File: config.mk
export PLATFORM = sky130hd
export DESIGN_NAME = bus_arbiter_flat
export DESIGN_NICKNAME = d
export VERILOG_FILES = /design/src/rtl/bus_arbiter_if.sv /design/src/rtl/bus_arbiter.sv /design/src/flat_wrapper.sv
export SDC_FILE = /design/constraint.sdc
export NUM_CORES = 1
export LEC_CHECK = 0
export ABC_AREA = 0
export CAP_MARGIN = 0
export CORE_ASPECT_RATIO = 1.75
export CORE_MARGIN = 3
export CORE_UTILIZATION = 35
export DETAILED_ROUTE_END_ITERATION = 8
export PLACE_DENSITY_LB_ADDON = 0.25
export SETUP_SLACK_MARGIN = 0.5
export SLEW_MARGIN = 20
export SYNTH_ARGS = -nofsm -noshare
export SYNTH_HDL_FRONTEND = slang
export SYNTH_SLANG_ARGS = --single-unit
File: constraint.sdc
create_clock -name clk -period 4.7 [get_ports clk]
set_clock_uncertainty 0.15 [all_clocks]
set_input_delay 0.47 -clock clk [delete_from_list [all_inputs] [get_ports clk]]
set_output_delay 0.47 -clock clk [all_outputs]
set_load 0.05 [all_outputs]
File: src/rtl/bus_arbiter_if.sv
// Core/memory signal bundle around the bus arbiter; the arbiter takes the slave view,
// the core+memory environment the master view.
interface bus_arbiter_if;
    logic        ibus_req;
    logic [31:0] ibus_addr;
    logic [31:0] ibus_rdata;
    logic        ibus_ack;
    logic        ibus_err;

    logic        dbus_req;
    logic        dbus_we;
    logic [31:0] dbus_addr;
    logic [31:0] dbus_wdata;
    logic [3:0]  dbus_be;
    logic [31:0] dbus_rdata;
    logic        dbus_ack;
    logic        dbus_err;

    logic        mem_req;
    logic        mem_we;
    logic [31:0] mem_addr;
    logic [31:0] mem_wdata;
    logic [3:0]  mem_be;
    logic [31:0] mem_rdata;
    logic        mem_ack;

    modport slave (
        input  ibus_req, ibus_addr,
        output ibus_rdata, ibus_ack, ibus_err,
        input  dbus_req, dbus_we, dbus_addr, dbus_wdata, dbus_be,
        output dbus_rdata, dbus_ack, dbus_err,
        output mem_req, mem_we, mem_addr, mem_wdata, mem_be,
        input  mem_rdata, mem_ack
    );

    modport master (
        output ibus_req, ibus_addr,
        input  ibus_rdata, ibus_ack, ibus_err,
        output dbus_req, dbus_we, dbus_addr, dbus_wdata, dbus_be,
        input  dbus_rdata, dbus_ack, dbus_err,
        input  mem_req, mem_we, mem_addr, mem_wdata, mem_be,
        output mem_rdata, mem_ack
    );
endinterface

File: src/rtl/bus_arbiter.sv
// Shares one memory port between fetch (ibus) and load/store (dbus); dbus wins unless ibus has waited MAX_D_STREAK grants.
// Latency: req in IDLE -> mem_req next cycle, mem_ack -> x_ack next cycle; requesters hold req until ack, watchdog aborts after TIMEOUT.
module bus_arbiter #(
    parameter int MAX_D_STREAK = 4,
    parameter int TIMEOUT      = 255
) (
    input  logic         clk,
    input  logic         reset,
    bus_arbiter_if.slave bus
);
    localparam int              SW         = $clog2(MAX_D_STREAK + 1);
    localparam logic [SW-1:0]   STREAK_MAX = SW'(MAX_D_STREAK);
    localparam logic [7:0]      WD_LAST    = 8'(TIMEOUT - 1);

    typedef enum logic [1:0] {IDLE, GRANT_I, GRANT_D, RESP} state_t;

    state_t        state_q, state_d;
    logic [SW-1:0] streak_q, streak_d;
    logic [7:0]    wd_q, wd_d;
    logic          mem_req_q, mem_req_d;
    logic          mem_we_q, mem_we_d;
    logic [31:0]   mem_addr_q, mem_addr_d;
    logic [31:0]   mem_wdata_q, mem_wdata_d;
    logic [3:0]    mem_be_q, mem_be_d;
    logic [31:0]   ibus_rdata_q, ibus_rdata_d;
    logic          ibus_ack_q, ibus_ack_d;
    logic          ibus_err_q, ibus_err_d;
    logic [31:0]   dbus_rdata_q, dbus_rdata_d;
    logic          dbus_ack_q, dbus_ack_d;
    logic          dbus_err_q, dbus_err_d;
    logic          fetch_starved;

    assign fetch_starved = bus.ibus_req && (streak_q == STREAK_MAX);

    always_comb begin
        state_d      = state_q;
        streak_d     = streak_q;
        wd_d         = wd_q;
        mem_req_d    = mem_req_q;
        mem_we_d     = mem_we_q;
        mem_addr_d   = mem_addr_q;
        mem_wdata_d  = mem_wdata_q;
        mem_be_d     = mem_be_q;
        ibus_rdata_d = ibus_rdata_q;
        dbus_rdata_d = dbus_rdata_q;
        ibus_ack_d   = 1'b0;
        ibus_err_d   = 1'b0;
        dbus_ack_d   = 1'b0;
        dbus_err_d   = 1'b0;

        case (state_q)
            IDLE: begin
                if (!bus.ibus_req) streak_d = '0;
                if (bus.dbus_req && !fetch_starved) begin
                    state_d     = GRANT_D;
                    mem_req_d   = 1'b1;
                    mem_we_d    = bus.dbus_we;
                    mem_addr_d  = bus.dbus_addr;
                    mem_wdata_d = bus.dbus_wdata;
                    mem_be_d    = bus.dbus_be;
                    wd_d        = '0;
                    // Saturates by construction: at STREAK_MAX a waiting fetch takes the grant.
                    if (bus.ibus_req) streak_d = streak_q + 1'b1;
                end else if (bus.ibus_req) begin
                    state_d     = GRANT_I;
                    mem_req_d   = 1'b1;
                    mem_we_d    = 1'b0;
                    mem_addr_d  = bus.ibus_addr;
                    mem_wdata_d = '0;
                    mem_be_d    = 4'hF;
                    wd_d        = '0;
                    streak_d    = '0;
                end
            end
            GRANT_I, GRANT_D: begin
                if (bus.mem_ack) begin
                    state_d   = RESP;
                    mem_req_d = 1'b0;
                    if (state_q == GRANT_D) begin
                        dbus_ack_d   = 1'b1;
                        dbus_rdata_d = bus.mem_rdata;
                    end else begin
                        ibus_ack_d   = 1'b1;
                        ibus_rdata_d = bus.mem_rdata;
                    end
                end else if (wd_q == WD_LAST) begin
                    state_d   = RESP;
                    mem_req_d = 1'b0;
                    if (state_q == GRANT_D) begin
                        dbus_ack_d = 1'b1;
                        dbus_err_d = 1'b1;
                    end else begin
                        ibus_ack_d = 1'b1;
                        ibus_err_d = 1'b1;
                    end
                end else begin
                    wd_d = wd_q + 8'd1;
                end
            end
            RESP:    state_d = IDLE;
            default: state_d = IDLE;
        endcase
    end

    always_ff @(posedge clk) begin
        if (reset) begin
            state_q      <= IDLE;
            streak_q     <= '0;
            wd_q         <= '0;
            mem_req_q    <= 1'b0;
            mem_we_q     <= 1'b0;
            mem_addr_q   <= '0;
            mem_wdata_q  <= '0;
            mem_be_q     <= '0;
            ibus_rdata_q <= '0;
            ibus_ack_q   <= 1'b0;
            ibus_err_q   <= 1'b0;
            dbus_rdata_q <= '0;
            dbus_ack_q   <= 1'b0;
            dbus_err_q   <= 1'b0;
        end else begin
            state_q      <= state_d;
            streak_q     <= streak_d;
            wd_q         <= wd_d;
            mem_req_q    <= mem_req_d;
            mem_we_q     <= mem_we_d;
            mem_addr_q   <= mem_addr_d;
            mem_wdata_q  <= mem_wdata_d;
            mem_be_q     <= mem_be_d;
            ibus_rdata_q <= ibus_rdata_d;
            ibus_ack_q   <= ibus_ack_d;
            ibus_err_q   <= ibus_err_d;
            dbus_rdata_q <= dbus_rdata_d;
            dbus_ack_q   <= dbus_ack_d;
            dbus_err_q   <= dbus_err_d;
        end
    end

    assign bus.mem_req    = mem_req_q;
    assign bus.mem_we     = mem_we_q;
    assign bus.mem_addr   = mem_addr_q;
    assign bus.mem_wdata  = mem_wdata_q;
    assign bus.mem_be     = mem_be_q;
    assign bus.ibus_rdata = ibus_rdata_q;
    assign bus.ibus_ack   = ibus_ack_q;
    assign bus.ibus_err   = ibus_err_q;
    assign bus.dbus_rdata = dbus_rdata_q;
    assign bus.dbus_ack   = dbus_ack_q;
    assign bus.dbus_err   = dbus_err_q;
endmodule
File: src/flat_wrapper.sv
// flat-port wrapper written by rule: the top's interface ports become plain ports
module bus_arbiter_flat 
#(
    parameter int MAX_D_STREAK = 4,
    parameter int TIMEOUT      = 255
)
  (clk, reset, bus_ibus_req, bus_ibus_addr, bus_ibus_rdata, bus_ibus_ack, bus_ibus_err, bus_dbus_req, bus_dbus_we, bus_dbus_addr, bus_dbus_wdata, bus_dbus_be, bus_dbus_rdata, bus_dbus_ack, bus_dbus_err, bus_mem_req, bus_mem_we, bus_mem_addr, bus_mem_wdata, bus_mem_be, bus_mem_rdata, bus_mem_ack);
  bus_arbiter_if bus_i ();
  input  logic clk;
  input  logic reset;
  input wire logic [$bits(bus_i.ibus_req)-1:0] bus_ibus_req;
  input wire logic [$bits(bus_i.ibus_addr)-1:0] bus_ibus_addr;
  output wire logic [$bits(bus_i.ibus_rdata)-1:0] bus_ibus_rdata;
  output wire logic [$bits(bus_i.ibus_ack)-1:0] bus_ibus_ack;
  output wire logic [$bits(bus_i.ibus_err)-1:0] bus_ibus_err;
  input wire logic [$bits(bus_i.dbus_req)-1:0] bus_dbus_req;
  input wire logic [$bits(bus_i.dbus_we)-1:0] bus_dbus_we;
  input wire logic [$bits(bus_i.dbus_addr)-1:0] bus_dbus_addr;
  input wire logic [$bits(bus_i.dbus_wdata)-1:0] bus_dbus_wdata;
  input wire logic [$bits(bus_i.dbus_be)-1:0] bus_dbus_be;
  output wire logic [$bits(bus_i.dbus_rdata)-1:0] bus_dbus_rdata;
  output wire logic [$bits(bus_i.dbus_ack)-1:0] bus_dbus_ack;
  output wire logic [$bits(bus_i.dbus_err)-1:0] bus_dbus_err;
  output wire logic [$bits(bus_i.mem_req)-1:0] bus_mem_req;
  output wire logic [$bits(bus_i.mem_we)-1:0] bus_mem_we;
  output wire logic [$bits(bus_i.mem_addr)-1:0] bus_mem_addr;
  output wire logic [$bits(bus_i.mem_wdata)-1:0] bus_mem_wdata;
  output wire logic [$bits(bus_i.mem_be)-1:0] bus_mem_be;
  input wire logic [$bits(bus_i.mem_rdata)-1:0] bus_mem_rdata;
  input wire logic [$bits(bus_i.mem_ack)-1:0] bus_mem_ack;
  assign bus_i.ibus_req = bus_ibus_req;
  assign bus_i.ibus_addr = bus_ibus_addr;
  assign bus_ibus_rdata = bus_i.ibus_rdata;
  assign bus_ibus_ack = bus_i.ibus_ack;
  assign bus_ibus_err = bus_i.ibus_err;
  assign bus_i.dbus_req = bus_dbus_req;
  assign bus_i.dbus_we = bus_dbus_we;
  assign bus_i.dbus_addr = bus_dbus_addr;
  assign bus_i.dbus_wdata = bus_dbus_wdata;
  assign bus_i.dbus_be = bus_dbus_be;
  assign bus_dbus_rdata = bus_i.dbus_rdata;
  assign bus_dbus_ack = bus_i.dbus_ack;
  assign bus_dbus_err = bus_i.dbus_err;
  assign bus_mem_req = bus_i.mem_req;
  assign bus_mem_we = bus_i.mem_we;
  assign bus_mem_addr = bus_i.mem_addr;
  assign bus_mem_wdata = bus_i.mem_wdata;
  assign bus_mem_be = bus_i.mem_be;
  assign bus_i.mem_rdata = bus_mem_rdata;
  assign bus_i.mem_ack = bus_mem_ack;
  bus_arbiter #(.MAX_D_STREAK(MAX_D_STREAK), .TIMEOUT(TIMEOUT)) u_core (.clk(clk), .reset(reset), .bus(bus_i));
endmodule
==> reports/metrics.yaml, run 1 <==
met1_length_mm: 7.40
cts_root_buf: "clkbuf_16"
crit_family: "compound AO/OA/AOI/OAI gates"
synth_area_leader_cell: "dfxtp_1"
clkLatencyLatePin_ns: 0.40
dieWidth_microns: 104
coreArea_sq_um: 16100
synth_nets: 860
wl_mm: 18.7
min_to: "u_core.bus.dbus_rdata[31]"
post-route-util_pct: 57.8
synth_seq_cells: 151
fp.dieH_microns: 177
viasPerCell: 4.90
synthArstFlopShare_pct: 0
crit_type: "register to register"
cp_num_buf_inv: 2
crit_arrival_ns: 2.58
min_period_ns: 2.42
numPortBuffers: 275
track_usage_pct: 20.1
cp.required_ns: 4.86
tritoncts: "done"
yosys-top-cells-count: "202 x nand2_1, 151 x dfxtp_1, 79 x nor2_1, 74 x a21oi_1"
cts_buffers: 17
synth_area_leaders: "dfxtp_1 52%, nand2_1 13%, a21oi_1 6.3%"
drt-pass1-iter-count: 4
drive_gt1_share_pct: 5.34
cts_resized: 0
insertedDiodeCount: 0
syn_area_sq_um: 5850
htreeDepth: 4
cp_max_fo: 37
cts_sinks: 151
dr_total_vias: 5842
start_kind: "register"
synth_edf_count: 0
critPathMaxStageDelay_ns: 0.59
drt-wirelength-per-cell_microns: 15.6
synth.most_common_cell: "nand2_1"
yosysTopAreaCellShare_pct: 51.7
crit_chain: "inv_1, ha_1, o21a_2, buf_4, nor2_1, a311oi_1"
synth_flop_cell: "dfxtp_1"
slew_headroom_pct: 54.1
tightest_slew_ns: 0.689
tns_ns: 0
finalCritPeriodShare_pct: 51.5
setup_viol: 0
layout.nets: 1106
status: "complete, no violations"
yosys.cell_types.count: 44
pin_count: 276
p_leak_nw: 3.39
final_max_slew_viol_count: 0
synth_cells: 714
rsz0062_at_grt: "no"
route.detailed.drc: 0
cts_hold_buf: 0
cts_setup_buffers: 0
met2_length_mm: 9.63
gp_congestion: 0.806
overflow: 0
num_rows: 61
top_layer_used: "met4"
grt_pass1_vias: 5811
grt_pass1_wl_mm: 30.5
critical_path.endpoint_type: "register"
worstHoldStart: "u_core.bus.dbus_rdata[31]"
max_clock_freq_mhz: 413
holdPathStages: 2
wl_met3_mm: 1.41
slowest_stage: "o21a_2"
p_per_area_nw_per_um2: 555
fp.dieArea_sq_um: 18400
ys_warn_count: 0
syn_avg_cell_area_sq_um: 8.19
worstHoldPathType: "register to register"
seq_area_frac_synth_pct: 51.7
vdd_drop_max_mv: 0.291
reg2reg_to: "u_core.bus.mem_addr[15]"
finalHoldViolations: 0
antenna_found_initial: 0
drt_iter0_drc: 244
grt_max_degree: 63
clk_pin_slew_ns: 0.06
ant_nets: 0
r2r_setup_slack_ns: 2.28
dp_hpwl_mm: 13.1
initial_utilization_pct: 36.3
cap_violations: 0
clock_path_buffers: 2
rr_startpoint: "u_core.state_q[0]"
syn2layout_area_growth_pct: 59.0
reg2regPathDepth: 6
## worst min-delay path, cell delays in order, from the launching register on
cell	delay (ns)
dfxtp_1	0.31
nand2_1	0.05
a21oi_1	0.05
## per-stage QoR
step | instances | hold WS [ns] | instance area [sq um] | worst slack [ns] | power, W
2_1_floorplan | 714 | 0.312 | 5850 | 2.92 | 0.00309
6_report | 1193 | 0.303 | 9300 | 2.28 | 0.00516
5_1_grt | 1193 | 0.321 | 9300 | 2.03 | 0.00543
3_3_place_gp | 1161 | 0.291 | 8690 | 1.93 | 0.00379
3_5_place_dp | 1161 | 0.296 | 8690 | 1.86 | 0.00381
4_1_cts | 1193 | 0.306 | 9300 | 2.25 | 0.00522
## routing by layer
layer / up-vias / GRT usage, %
met5: - / 0
met3: 14 / 6.54
met4: 0 / 5.27
met1: 2700 / 22.3
met2: 203 / 37.0
li1: 2925 / -
## kinds of logic (layout without fill, tap and decap cells)
logic type,after synthesis,count (layout),share of synthesized area (%)
flip-flops,151,151,51.7
buffers and inverters,68,327,5.07
adder cells (fa/ha/maj),8,8,1.71
AO/OA/AOI/OAI,167,167,18.9
AND/OR/NAND/NOR,319,319,22.5
multiplexers,1,1,0.171
## how the worst max path moves through the flow
stage | start | endpoint | slack [ns] | depth (start not counted)
after CTS | u_core.state_q[1] | u_core.bus.mem_addr[7] | 2.25 | 6
after detailed placement | bus_ibus_req | u_core.bus.mem_addr[13] | 1.86 | 5
after global placement | bus_ibus_req | u_core.bus.mem_addr[2] | 1.93 | 5
final | u_core.state_q[0] | u_core.bus.mem_addr[15] | 2.28 | 6
after floorplan | u_core.state_q[1] | u_core.bus.ibus_rdata[10] | 2.92 | 8
after global routing | u_core.state_q[0] | u_core.bus.mem_addr[31] | 2.03 | 6
## placed cells by master, fill, tap and decap left out, types with 2 or more instances in the layout
| cell type | n |
|---|---|
| and3_1 | 7 |
| ha_1 | 8 |
| nand2_1 | 201 |
| a31oi_1 | 4 |
| a311oi_1 | 32 |
| nand4_1 | 3 |
| a211oi_1 | 7 |
| o21ai_0 | 5 |
| nand4b_1 | 4 |
| buf_4 | 10 |
| nand3_1 | 7 |
| nor3_1 | 4 |
| dfxtp_1 | 151 |
| clkbuf_16 | 17 |
| clkinvlp_4 | 3 |
| nor4_1 | 2 |
| inv_1 | 11 |
| clkdlybuf4s50_1 | 274 |
| nor2_1 | 78 |
| bufinv_16 | 2 |
| a21o_1 | 2 |
| inv_6 | 3 |
| nand2b_1 | 2 |
| a22oi_1 | 33 |
| a21oi_1 | 74 |
| clkinv_4 | 2 |
| inv_8 | 3 |
## registers in the layout, indices dropped and copies added (netlist names)
register               flops
u_core.bus.mem_req         1
u_core.bus.mem_wdata      32
u_core.bus.ibus_ack        1
u_core.bus.mem_we          1
u_core.bus.ibus_rdata     32
u_core.wd_q                8
u_core.state_q             2
u_core.streak_q            3
u_core.bus.dbus_err        1
u_core.bus.dbus_ack        1
u_core.bus.mem_addr       32
u_core.bus.dbus_rdata     32
u_core.bus.ibus_err        1
u_core.bus.mem_be          4
## layout make-up
type / count / area (sq um)
repair buffers: 284 / 2820
clock buffers: 18 / 439
multi-input cells: 495 / 2540
inverters: 11 / 41.3
well taps: 220 / 275
fillers: 1489 / 6800
clock inverters: 14 / 165
flip-flops and latches: 151 / 3020
## where the power goes
group          total [W]  internal (W)  switching (W)  leakage (nW)
Sequential       0.00162       0.00151       0.000113          1.23
Clock            0.00139      0.000814       0.000580         0.289
Combinational    0.00215      0.000721        0.00143          1.87
Total            0.00516       0.00304        0.00212          3.39
Note: power is estimated with default switching activity, not from simulation.
==> inputs of run 2 (changes only) <==
==> constraint.sdc (replaced) <==
create_clock -name clk -period 2.2 [get_ports clk]
set_clock_uncertainty 0.15 [all_clocks]
set_input_delay 0.22 -clock clk [delete_from_list [all_inputs] [get_ports clk]]
set_output_delay 0.22 -clock clk [all_outputs]
set_load 0.05 [all_outputs]
==> run 2 against run 1 <==
Against the previous run: wire length rose by 7.0%; design area up 4.2%; critical endpoint is now u_core.bus.mem_addr[22]; setup slack worse by 1.8 ns.
==> reports/metrics.yaml, run 2 (same netlist as run 1, synthesis figures left out) <==
fillCellCount: 1452
place_ws_ns: 0.283
drt-pass1-iter-count: 5
crit_end: "u_core.bus.mem_addr[22]"
ant_nets: 0
cts_hold_buf: 0
r2r_setup_slack_ns: 0.53
numPortBuffers: 275
setup_viol: 0
route.detailed.drc: 0
htreeDepth: 4
rsz0062_at_grt: "yes"
vdd_drop_max_mv: 0.543
post-route-util_pct: 60.2
p_leak_nw: 3.97
p_per_area_nw_per_um2: 1160
tightest_slew_ns: 0.551
crit_arrival_ns: 1.83
grt_use_met2_pct: 38.8
multi_input_area_sq_um: 2670
grtUsageMet1_pct: 22.4
gr-usage-met3_pct: 6.90
critical_path.endpoint_type: "register"
clk_pin_slew_ns: 0.07
drt-wirelength-per-cell_microns: 16.3
grt_pass1_vias: 5829
num_rows: 61
fp.dieH_microns: 177
start_kind: "register"
finalCritPeriodShare_pct: 76.1
clkLatencyLatePin_ns: 0.41
track_usage_pct: 20.8
tns_ns: 0
p_total_w: 0.0113
cp.required_ns: 2.36
layout.nets: 1139
coreArea_sq_um: 16100
tritoncts: "done"
pin_count: 276
cts_buffers: 17
final_max_slew_viol_count: 0
fp.dieArea_sq_um: 18400
slew_headroom_pct: 63.4
clock_path_buffers: 2
setup_slack_ns: 0.526
top_usage_layer: "met2"
crit_path_start: "u_core.streak_q[0]"
reg2reg_to: "u_core.bus.mem_addr[22]"
cts_root_buf: "clkbuf_16"
wl_mm: 20.0
finalHoldViolations: 0
rr_startpoint: "u_core.streak_q[0]"
cap_violations: 0
worstHoldPathType: "primary input to register"
cts_sinks: 151
dp_hpwl_mm: 13.3
insertedDiodeCount: 0
dieWidth_microns: 104
drt_iter0_drc: 347
final_cell_mix: "201 x nand2_1, 145 x dfxtp_1, 136 x clkdlybuf4s50_1"
min_period_ns: 1.67
crit_chain: "inv_2, ha_4, nand3_2, and2_4, buf_4, buf_12, nand2_1, a311oi_1"
regArea_sq_um: 3030
critPathMaxStageDelay_ns: 0.34
layout_commonest_cell: "nand2_1"
cp_max_fo: 16
crit_type: "register to register"
grt_pass1_wl_mm: 31.0
initial_utilization_pct: 36.3
reg2regPathDepth: 8
viasPerCell: 4.96
drive_gt1_share_pct: 12.8
max_clock_freq_mhz: 597
slowest_stage: "dfxtp_2"
grt_max_degree: 69
gp_congestion: 0.873
status: "complete, no violations"
syn2layout_area_growth_pct: 65.7
dr_total_vias: 6080
overflow: 0
antenna_found_initial: 0
==> run 2: cell count changes in the layout (fill, tap and decap cells not counted), moves of 5 or more <==
cell and change:
buf_12 +10, buf_4 +16, clkbuf_2 +16, clkdlybuf4s15_1 +60, clkdlybuf4s50_1 -138, dfxtp_1 -6
dfxtp_2 +5, dlygate4sd2_1 +62, inv_1 -6
==> run 2: cell type report <==
type	count	share of cell area, %
clock buffer	18	4.53
clock inverter	14	1.41
inverter	11	0.491
multi-input combinational	496	27.5
sequential	151	31.3
tap	220	2.84
timing repair buffer	316	31.9
==> run 2: per-layer routing <==
layer  share of wire [%]  vias up
met5                   0        -
li1                    -     3006
met2                  54      231
met1                  38     2830
met3                 7.6       13
met4                0.89        0
==> run 2: how the worst min path moves through the flow <==
stage,slack (ns),to,from,depth (start not counted)
finish,0.15,u_core.bus.mem_req,reset,2
global route,0.16,u_core.streak_q[1],reset,2
CTS,0.12,u_core.bus.mem_req,reset,2
detailed placement,0.30,u_core.bus.dbus_rdata[27],u_core.bus.dbus_rdata[27],2
global placement,0.29,u_core.bus.ibus_rdata[19],u_core.bus.ibus_rdata[19],2
floorplan,0.20,u_core.bus.mem_be[0],bus_dbus_be[0],2
==> run 2: what timing repair did <==
item,CTS,global route
pin swaps,6,17
setup endpoints to repair,269,175
gates resized for setup,163,109
buffers inserted,7,11
cloned,2,2
==> run 2: power by group <==
group          internal (W)  switching [W]
registers           0.00323       0.000245
clock network       0.00154        0.00131
logic               0.00168        0.00327
==> run 2: worst max-delay path: cells and delay by family (launching register included) <==
kind / cells / cell delay (ns)
AO/OA/AOI/OAI: 1 / 0.28
adder cells (fa/ha/maj): 1 / 0.16
buffers and inverters: 3 / 0.32
flip-flops: 1 / 0.34
AND/OR/NAND/NOR: 3 / 0.33
==> run 2: through the flow <==
stage                     area, sq um  hold WS (ns)  std cells
final                            9690         0.149       1226
after detailed placement         8890         0.296       1172
after global placement           8890         0.290       1172
after global routing             9690         0.160       1226
after floorplan                  5890         0.204        714
after CTS                        9450         0.120       1213
==> inputs of run 3 (changes only) <==
==> constraint.sdc (replaced) <==
create_clock -name clk -period 1.53 [get_ports clk]
set_clock_uncertainty 0.15 [all_clocks]
set_input_delay 0.153 -clock clk [delete_from_list [all_inputs] [get_ports clk]]
set_output_delay 0.153 -clock clk [all_outputs]
set_load 0.05 [all_outputs]
==> run 3 against run 2 <==
Against the previous run: the run now ends with setup timing left; clock power rose by 53%; total power rose by 91%; setup slack got worse by 0.75 ns.
==> reports/metrics.yaml, run 3 (same netlist as run 1, synthesis figures left out) <==
slew_headroom_pct: 72.2
dp_hpwl_mm: 15.1
setup_viol: 139
dr_total_vias: 6923
grt_pass1_vias: 6716
clk_pin_slew_ns: 0.07
route.detailed.drc: 0
final_cell_mix: "146 x nand2_1, 136 x clkdlybuf4s50_1, 134 x buf_12"
antenna_found_initial: 2
track_usage_pct: 24.4
gp_congestion: 0.811
drt-pass1-iter-count: 4
rsz0062_at_grt: "yes"
num_rows: 61
drive_gt1_share_pct: 53.0
dieWidth_microns: 104
drt-wirelength-per-cell_microns: 21.6
ant_nets: 0
wl_mm: 28.1
cp_max_fo: 8
syn2layout_area_growth_pct: 124
cap_violations: 0
cp.required_ns: 1.67
critical_path.endpoint_type: "register"
cts_buffers: 17
layout_commonest_cell: "nand2_1"
tritoncts: "done"
internal_power_w: 0.0129
setup_slack_ns: -0.228
crit_type: "register to register"
met2_length_mm: 15.2
clkLatencyLatePin_ns: 0.42
grt_pass1_wl_mm: 35.6
crit_family: "compound AO/OA/AOI/OAI gates"
cts_sinks: 151
critPathMaxStageDelay_ns: 0.38
status: "finished with violations"
top_layer_used: "met5"
fp.dieArea_sq_um: 18400
cts_root_buf: "clkbuf_16"
crit_arrival_ns: 1.90
p_seq_share_pct: 25.7
vdd_drop_max_mv: 0.959
crit_chain: "inv_4, ha_4, buf_6, o21a_4, buf_12, buf_16, a311oi_1"
layout.nets: 1214
clock_path_buffers: 2
grt_max_degree: 56
p_per_area_nw_per_um2: 1640
met1_length_mm: 9.25
cp_num_buf_inv: 4
viasPerCell: 5.32
switching_share_pct: 39.9
finalCritPeriodShare_pct: 115
post-route-util_pct: 81.4
min_period_ns: 1.76
numPortBuffers: 275
htreeDepth: 4
power_frac_comb_pct: 54.1
tns_ns: -12.45
p_leak_nw: 5.10
max_clock_freq_mhz: 569
overflow: 0
coreArea_sq_um: 16100
worstHoldPathType: "primary input to register"
start_kind: "register"
wl_met3_mm: 2.06
tightest_slew_ns: 0.416
final_max_slew_viol_count: 0
pin_count: 276
violations: "setup timing"
fp.dieH_microns: 177
slowest_stage: "dfxtp_4"
initial_utilization_pct: 36.3
clkPwrFrac_pct: 20.2
drt_iter0_drc: 385
p_switching_w: 0.00859
finalHoldViolations: 0
r2r_setup_slack_ns: -0.23
[run 3: changes by cell type in the layout (fill, tap and decap cells not counted), sizes merged]
cell / delta
buf: +203
bufinv: +2
clkbuf: -7
clkdlybuf4s15: -60
clkinv: -4
clkinvlp: +3
diode: +1
dlygate4sd2: -62
dlygate4sd3: +1
dlymetal6s2s: -1
inv: -1
[run 3: worst paths after layout]
path	from	to	cells after the start
worst min-delay path	reset	u_core.bus.mem_addr[13]	2
worst min register to register	u_core.bus.ibus_rdata[2]	u_core.bus.ibus_rdata[2]	2
worst max-delay path	u_core.state_q[1]	u_core.bus.mem_addr[27]	7
worst max register to register	u_core.state_q[1]	u_core.bus.mem_addr[27]	7
[run 3: power groups by stage]
stage	clock network, W	logic (W)	registers (W)
after floorplan	0	0.00286	0.00736
after global placement	0	0.00862	0.00536
after detailed placement	0	0.00872	0.00540
after CTS	0.00438	0.0100	0.00533
after global routing	0.00453	0.0121	0.00560
final	0.00434	0.0116	0.00554
[run 3: stage by stage]
stage	instance area [sq um]	hold WS, ns	std cells	total power, W	worst slack (ns)
floorplan	6270	0.137	714	0.0102	-0.113
global placement	10500	0.326	1202	0.0140	-0.263
detailed placement	10500	0.331	1202	0.0141	-0.267
CTS	11700	-0.000263	1254	0.0197	-0.101
global route	13100	0.0249	1301	0.0222	-0.276
finish	13100	0.0295	1301	0.0215	-0.228
[run 3: layout make-up]
cell class / instances / area, sq um
repair buffers: 391 / 5460
flip-flops and latches: 151 / 3210
clock inverters: 14 / 165
inverters: 11 / 48.8
well taps: 220 / 275
multi-input cells: 496 / 3510
fillers: 831 / 3000
diodes: 1 / 2.50
clock buffers: 17 / 425
[run 3: repair_timing]
action                                  in CTS  in global routing
buffers inserted                            11                 34
gates resized for setup                     63                298
gates cloned                                 9                 12
hold buffers                                 1                  0
endpoints found under the setup margin     289                289
endpoints found under the hold margin        2                  0
pin swaps                                   69                 89
[run 3: per-layer routing]
metal  global-route usage [%]  up-vias
li1                         -     3164
met1                     24.3     3327
met2                     45.1      323
met3                     8.62      107
met4                     11.8        2
met5                        0        -
